--- config.mk ---
export PLATFORM = sky130hd
export DESIGN_NAME = systol_mm_engine_flat
export DESIGN_NICKNAME = d
export VERILOG_FILES = /design/src/rtl/systol_mm_engine_if.sv /design/src/rtl/systol_mm_engine.sv /design/src/flat_wrapper.sv
export SDC_FILE = /design/constraint.sdc
export NUM_CORES = 2
export LEC_CHECK = 0
export BUFFER_PORTS_ARGS = -buffer_cell sky130_fd_sc_hd__buf_2
export CORE_ASPECT_RATIO = 1.25
export CORE_UTILIZATION = 50
export CTS_CLUSTER_DIAMETER = 120
export DETAILED_ROUTE_END_ITERATION = 8
export PLACE_DENSITY = 0.68
export SLEW_MARGIN = 20
export SYNTH_ARGS = -nofsm -noshare
export SYNTH_HDL_FRONTEND = slang
export SYNTH_SLANG_ARGS = --single-unit
--- constraint.sdc ---
create_clock -name clk -period 6.75 [get_ports clk]
set_input_delay 0.675 -clock clk [delete_from_list [all_inputs] [get_ports clk]]
set_output_delay 0.675 -clock clk [all_outputs]
set_load 0.05 [all_outputs]
--- src/rtl/systol_mm_engine_if.sv ---
// Memory/handshake bundle for systol_mm_engine: run request, finish flag,
// synchronous read port and write port towards the shared data RAM.
interface systol_mm_engine_if #(
  parameter int DATA_W = 8,
  parameter int RES_W  = 8,
  parameter int ADDR_W = 14
);
  logic              start;
  logic              finish;
  logic [DATA_W-1:0] read_data;
  logic [ADDR_W-1:0] read_select;
  logic [ADDR_W-1:0] ws;
  logic [RES_W-1:0]  result;
  logic              we;

  modport master (
    input  start, read_data,
    output finish, read_select, ws, result, we
  );

  modport slave (
    output start, read_data,
    input  finish, read_select, ws, result, we
  );
endinterface

--- src/rtl/systol_mm_engine.sv ---
// N x N systolic matrix multiplier: loads A and B from memory, multiplies, writes C back.
// Optional macro SYSTOL_SATURATE_EN clamps written results instead of truncating them.
module systol_mm_engine #(
  parameter int N      = 4,
  parameter int DATA_W = 8,
  parameter int RES_W  = 8,
  parameter int ADDR_W = 14,
  parameter int A_BASE = 0,
  parameter int B_BASE = N * N,
  parameter int C_BASE = 2 * N * N
) (
  input logic clk,
  input logic rst,
  systol_mm_engine_if.master bus
);
  localparam int NN        = N * N;
  localparam int TOTAL     = 2 * NN;
  localparam int ACC_W     = 2 * DATA_W + $clog2(N);
  localparam int LD_W      = $clog2(TOTAL + 1);
  localparam int WR_W      = $clog2(NN + 1);
  localparam int STEP_W    = $clog2(3 * N - 2);
  localparam int LAST_STEP = 3 * N - 3;

  typedef enum logic [2:0] {IDLE, LOAD, COMPUTE, WRITE, DONE} state_t;

  state_t              state;
  logic [LD_W-1:0]     ld_cnt;
  logic [LD_W-1:0]     cap_idx;
  logic                cap_valid;
  logic [STEP_W-1:0]   step;
  logic [WR_W-1:0]     wr_cnt;
  logic [DATA_W-1:0]   a_file [NN];
  logic [DATA_W-1:0]   b_file [NN];
  logic [DATA_W-1:0]   a_pipe [NN];
  logic [DATA_W-1:0]   b_pipe [NN];
  logic [DATA_W-1:0]   cell_a [NN];
  logic [DATA_W-1:0]   cell_b [NN];
  logic [ACC_W-1:0]    acc    [NN];
  logic [DATA_W-1:0]   feed_a [N];
  logic [DATA_W-1:0]   feed_b [N];
  logic [ACC_W-1:0]    sel_acc;
  logic                load_done;

  assign load_done = (state == LOAD) && cap_valid && (cap_idx == LD_W'(TOTAL - 1));

  function automatic logic [ADDR_W-1:0] load_addr(input logic [LD_W-1:0] idx);
    if (idx < LD_W'(NN)) return ADDR_W'(A_BASE) + ADDR_W'(idx);
    return ADDR_W'(B_BASE) + ADDR_W'(idx - LD_W'(NN));
  endfunction

  function automatic logic [RES_W-1:0] to_result(input logic [ACC_W-1:0] value);
`ifdef SYSTOL_SATURATE_EN
    if (RES_W >= ACC_W) return RES_W'(value);
    if ((value >> RES_W) != '0) return '1;
    return RES_W'(value);
`else
    return RES_W'(value);
`endif
  endfunction

  // Skewed edge feeds: row i of A and column i of B are delayed by i steps.
  always_comb begin
    for (int i = 0; i < N; i++) begin
      feed_a[i] = '0;
      feed_b[i] = '0;
    end
    for (int i = 0; i < N; i++)
      for (int k = 0; k < N; k++)
        if (step == STEP_W'(i + k)) begin
          feed_a[i] = a_file[i * N + k];
          feed_b[i] = b_file[k * N + i];
        end
  end

  always_comb begin
    for (int i = 0; i < N; i++) begin
      cell_a[i * N] = feed_a[i];
      cell_b[i]     = feed_b[i];
      for (int j = 1; j < N; j++) begin
        cell_a[i * N + j] = a_pipe[i * N + j - 1];
        cell_b[j * N + i] = b_pipe[(j - 1) * N + i];
      end
    end
  end

  always_comb begin
    sel_acc = '0;
    for (int e = 0; e < NN; e++)
      if (wr_cnt == WR_W'(e)) sel_acc = acc[e];
  end

  always_ff @(posedge clk or negedge rst) begin
    if (!rst) begin
      for (int e = 0; e < NN; e++) begin
        a_file[e] <= '0;
        b_file[e] <= '0;
      end
    end else if (state == LOAD && cap_valid) begin
      for (int e = 0; e < NN; e++) begin
        if (cap_idx == LD_W'(e))      a_file[e] <= bus.read_data;
        if (cap_idx == LD_W'(e + NN)) b_file[e] <= bus.read_data;
      end
    end
  end

  // MAC array: accumulators and forwarding registers cleared as COMPUTE is entered.
  always_ff @(posedge clk or negedge rst) begin
    if (!rst) begin
      for (int e = 0; e < NN; e++) begin
        acc[e]    <= '0;
        a_pipe[e] <= '0;
        b_pipe[e] <= '0;
      end
    end else if (load_done) begin
      for (int e = 0; e < NN; e++) begin
        acc[e]    <= '0;
        a_pipe[e] <= '0;
        b_pipe[e] <= '0;
      end
    end else if (state == COMPUTE) begin
      for (int e = 0; e < NN; e++) begin
        acc[e]    <= acc[e] + ACC_W'(cell_a[e]) * ACC_W'(cell_b[e]);
        a_pipe[e] <= cell_a[e];
        b_pipe[e] <= cell_b[e];
      end
    end
  end

  always_ff @(posedge clk or negedge rst) begin
    if (!rst) begin
      state           <= IDLE;
      ld_cnt          <= '0;
      cap_idx         <= '0;
      cap_valid       <= 1'b0;
      step            <= '0;
      wr_cnt          <= '0;
      bus.read_select <= '0;
      bus.ws          <= '0;
      bus.result      <= '0;
      bus.we          <= 1'b0;
      bus.finish      <= 1'b0;
    end else begin
      case (state)
        IDLE: begin
          bus.we     <= 1'b0;
          bus.finish <= 1'b0;
          if (bus.start) begin
            state           <= LOAD;
            ld_cnt          <= '0;
            cap_valid       <= 1'b0;
            bus.read_select <= ADDR_W'(A_BASE);
          end
        end
        LOAD: begin
          // cap_idx trails the presented address by the one-cycle RAM latency.
          if (ld_cnt < LD_W'(TOTAL)) begin
            cap_valid <= 1'b1;
            cap_idx   <= ld_cnt;
            ld_cnt    <= ld_cnt + 1'b1;
            if (ld_cnt < LD_W'(TOTAL - 1)) bus.read_select <= load_addr(ld_cnt + 1'b1);
          end else begin
            cap_valid <= 1'b0;
          end
          if (load_done) begin
            state <= COMPUTE;
            step  <= '0;
          end
        end
        COMPUTE: begin
          if (step == STEP_W'(LAST_STEP)) begin
            state  <= WRITE;
            wr_cnt <= '0;
          end else begin
            step <= step + 1'b1;
          end
        end
        WRITE: begin
          if (wr_cnt == WR_W'(NN)) begin
            bus.we     <= 1'b0;
            bus.finish <= 1'b1;
            state      <= DONE;
          end else begin
            bus.we     <= 1'b1;
            bus.ws     <= ADDR_W'(C_BASE) + ADDR_W'(wr_cnt);
            bus.result <= to_result(sel_acc);
            wr_cnt     <= wr_cnt + 1'b1;
          end
        end
        DONE: begin
          if (!bus.start) begin
            state      <= IDLE;
            bus.finish <= 1'b0;
          end
        end
        default: state <= IDLE;
      endcase
    end
  end
endmodule

--- src/flat_wrapper.sv ---
// flat-port wrapper written by rule: the top's interface ports become plain ports
module systol_mm_engine_flat 
#(
  parameter int N      = 4,
  parameter int DATA_W = 8,
  parameter int RES_W  = 8,
  parameter int ADDR_W = 14,
  parameter int A_BASE = 0,
  parameter int B_BASE = N * N,
  parameter int C_BASE = 2 * N * N
)
  (clk, rst, bus_start, bus_read_data, bus_finish, bus_read_select, bus_ws, bus_result, bus_we);
  systol_mm_engine_if #(.DATA_W(DATA_W), .RES_W(RES_W), .ADDR_W(ADDR_W)) bus_i ();
  input logic clk;
  input logic rst;
  input wire logic [$bits(bus_i.start)-1:0] bus_start;
  input wire logic [$bits(bus_i.read_data)-1:0] bus_read_data;
  output wire logic [$bits(bus_i.finish)-1:0] bus_finish;
  output wire logic [$bits(bus_i.read_select)-1:0] bus_read_select;
  output wire logic [$bits(bus_i.ws)-1:0] bus_ws;
  output wire logic [$bits(bus_i.result)-1:0] bus_result;
  output wire logic [$bits(bus_i.we)-1:0] bus_we;
  assign bus_i.start = bus_start;
  assign bus_i.read_data = bus_read_data;
  assign bus_finish = bus_i.finish;
  assign bus_read_select = bus_i.read_select;
  assign bus_ws = bus_i.ws;
  assign bus_result = bus_i.result;
  assign bus_we = bus_i.we;
  systol_mm_engine #(.N(N), .DATA_W(DATA_W), .RES_W(RES_W), .ADDR_W(ADDR_W), .A_BASE(A_BASE), .B_BASE(B_BASE), .C_BASE(C_BASE)) u_core (.clk(clk), .rst(rst), .bus(bus_i));
endmodule
==> results.py <==
metrics = {
    "setup_path": {
        "reg2reg_from": "u_core.step[3]",
        "critical_path_class": "flop to flop",
        "critPathArrivalTime_ps": 6630,
        "startpoint_type": "flop",
        "crit_path_max_fanout": 21,
        "critPathLaunch": "u_core.step[3]",
        "critPathRequiredTime_ps": 7260,
        "cp-end-kind": "flop",
    },
    "clocking": {
        "cts_tree": "yes",
        "numCtsBuffers": 69,
        "cts.path.max_buffers": 3,
        "htree_num_levels": 3,
        "clk_pin_slew_ps": 60,
        "cts.sinks": 624,
        "clk-insertion-delay-late_ps": 640,
        "cts-root-buf": "clkbuf_16",
        "cts_setup_buffers": 0,
    },
    "global_route": {
        "grt_overflow": 0,
        "grt.total_usage": 0.273,
        "grt_antenna_before_repair": 0,
        "grt_pass1_vias": 32900,
        "grt_max_degree": 197,
        "grt_pass1_wl_um": 190000,
    },
    "yosys": {
        "ys_ff_latch": 624,
        "syn_area_um2": 44500,
        "synth_edf_count": 0,
        "ys_types": 81,
        "synth_async_sr_flop_share": 1.00,
        "ys.warnings.count": 0,
        "synthCells": 4481,
        "ys_seq_area_frac": 0.351,
        "synth_ff_type": "dfrtp_1",
        "syn_avg_cell_area_um2": 9.93,
    },
    "timing": {
        "slew_headroom": 0.173,
        "fin_crit_sh": 0.906,
        "rsz0062_at_grt": "false",
        "setup_tns_ps": 0,
        "tightest_slew_ps": 1240,
        "finalSetupViolations": 0,
        "slew_viol_final": 0,
        "skew_ps": 15.5,
        "min_period_ps": 6110,
        "max_freq_mhz": 164,
        "report.final.hold_viol_count": 0,
    },
    "hold_path": {
        "hold_path_class": "input pin to flop",
        "min_from": "bus_start",
    },
    "floorplan": {
        "start_util": 0.507,
        "io_pins": 49,
        "core_area_um2": 87700,
        "rows": 121,
        "dieWidth_um": 269,
        "die_y_um": 335,
        "die-area_um2": 90200,
    },
    "placement": {
        "hpwl_um": 86700,
        "dpl-instance-area_um2": 45700,
        "numPortBuffers": 40,
        "gp_congestion": 0.922,
    },
    "route": {
        "wl_per_cell_um": 21.0,
        "vias": 32100,
        "drt_iter0_markers": 2433,
        "ant_nets": 0,
        "drt-pass1-iter-count": 6,
        "drc": 0,
        "routed_via_density": 5.67,
        "drt-total-wl_um": 119000,
    },
    "run_status": {
        "status": "complete, no violations",
    },
    "pwr": {
        "ir_worst_vdd_v": 0.000321,
        "powerDensity_nw_per_um2": 199,
        "p_leak_nw": 23.3,
    },
    "cells_and_area": {
        "final_cell_area_um2": 48100,
        "areaGrowthSynthToFinish_pct": 8.14,
        "final_layout_size_suffix_gt1_frac": 0.118,
        "nets": 5014,
    },
    "flow_run": {
        "drv_cap": 0,
    },
}
==> layout by cell type, fill, tap and decap left out, types with 18 or more instances in the layout <==
cell / synthesis / layout
a21o_1: 40 / 40
a21oi_1: 122 / 122
a22o_1: 209 / 209
a22oi_1: 18 / 18
and2_1: 165 / 165
buf_2: 47 / 39
buf_4: 28 / 63
clkbuf_16: 0 / 69
dfrtp_1: 624 / 622
fa_1: 288 / 288
ha_1: 284 / 281
inv_1: 619 / 619
mux2_2: 258 / 258
nand2_1: 642 / 642
nand3_1: 25 / 25
nand3b_1: 37 / 37
nor2_1: 119 / 117
nor2b_1: 36 / 36
nor3_1: 20 / 20
o21ai_0: 171 / 170
o22ai_1: 49 / 49
xnor2_1: 223 / 223
xor2_1: 48 / 48
==> state kept, by name (all words and copies together), names as in the netlist <==
signal                  cells
u_core.a_file             128
u_core.a_pipe              96
u_core.acc                128
u_core.b_file             128
u_core.b_pipe              96
u_core.bus.finish           1
u_core.bus.read_select      7
u_core.bus.result           8
u_core.bus.we               1
u_core.bus.ws               6
u_core.cap_idx              6
u_core.cap_valid            1
u_core.ld_cnt               6
u_core.state                3
u_core.step                 4
u_core.wr_cnt               5
==> path summary, 6_finish.rpt <==
kind	to	cells after the start	slack [ps]
max in group asynchronous	u_core.acc[259]	3	4920
min reg2reg	u_core.bus.ws[5]	1	470
max reg2reg	u_core.acc[259]	20	640
min	u_core.bus.finish	3	380
max	u_core.acc[259]	20	640
min in group asynchronous	u_core.ld_cnt[0]	2	550
==> through the flow <==
| stage | cells | utilization | setup slack (ps) | hold slack (ps) | total power, mW |
|---|---|---|---|---|---|
| floorplan | 4488 | - | 919 | 379 | 5.07 |
| global placement | 5527 | 0.521 | 684 | 445 | 5.57 |
| detailed placement | 5527 | 0.521 | 636 | 455 | 5.59 |
| CTS | 5654 | 0.549 | 637 | 371 | 9.64 |
| global route | 5654 | 0.549 | 288 | 416 | 9.90 |
| finish | 5655 | 0.549 | 638 | 383 | 9.58 |
==> layout make-up <==
| class | instances | area (um^2) |
|---|---|---|
| Sequential cell | 624 | 15600 |
| Clock buffer | 92 | 1930 |
| Fill cell | 7757 | 39600 |
| Tap cell | 1168 | 1460 |
| Clock inverter | 34 | 480 |
| Timing Repair Buffer | 110 | 813 |
| Multi-Input combinational cell | 3007 | 25500 |
| Inverter | 619 | 2320 |
| Antenna cell | 1 | 2.50 |
==> power by group <==
part | leakage [nW] | switching [mW] | total [mW] | internal, mW
Combinational | 13.7 | 0.974 | 1.40 | 0.426
Clock | 1.19 | 1.66 | 4.04 | 2.39
Sequential | 8.39 | 0.186 | 4.14 | 3.95
Total | 23.3 | 2.82 | 9.58 | 6.77
==> worst max-delay path, stage by stage, from the launching register on <==
cell and delay (ps):
dfrtp_2 690, buf_4 270, and3b_1 310, nor2_1 200, a22oi_1 90, o21ai_1 530, nand2_1 160, fa_1 530
inv_1 50, fa_1 450, ha_1 290, inv_1 50, fa_1 520, inv_1 70, fa_1 450, a21o_1 190
a21oi_1 170, xnor2_1 170, xnor3_1 430, xnor3_1 180, a22o_1 190
==> timing repair <==
action	CTS	global route
gates resized for setup	0	0
endpoints found under the setup margin	0	0
endpoints found under the hold margin	46	0
hold buffers	1	0
==> synthesized netlist by cell type, types with 28 or more instances <==
cell | count | area [um^2]
nor2_1 | 119 | 447
clkbuf_1 | 145 | 544
dfrtp_1 | 624 | 15600
buf_4 | 28 | 210
xor2_1 | 48 | 420
o21ai_0 | 171 | 856
nand3b_1 | 37 | 278
o22ai_1 | 49 | 307
ha_1 | 284 | 3550
nand2_1 | 642 | 2410
fa_1 | 288 | 5770
a21oi_1 | 122 | 611
xnor2_1 | 223 | 1950
mux2_2 | 258 | 2910
a22o_1 | 209 | 1830
buf_2 | 47 | 235
nor2b_1 | 36 | 225
a21o_1 | 40 | 300
inv_1 | 619 | 2320
and2_1 | 165 | 1030
==> per-layer routing <==
metal | GRT usage | up-vias | wire [um]
met2 | 0.459 | 925 | 58400
met4 | 0.112 | 0 | 4970
met3 | 0.0341 | 239 | 5930
met1 | 0.355 | 16300 | 49500
li1 | - | 14600 | -
met5 | 0 | - | 0
==> cell families (layout without fill, tap and decap cells) <==
family | count (synthesis) | after routing | share of synthesized area
xor+xnor | 283 | 283 | 0.0594
mux | 261 | 261 | 0.0660
compound gates | 743 | 743 | 0.116
fa+ha+maj | 572 | 572 | 0.210
simple gates | 1140 | 1140 | 0.120
other cells | 1 | 9 | 0.0000843
buf+inv | 857 | 855 | 0.0777
flops | 624 | 624 | 0.351
(Power assumes the default switching activity.)
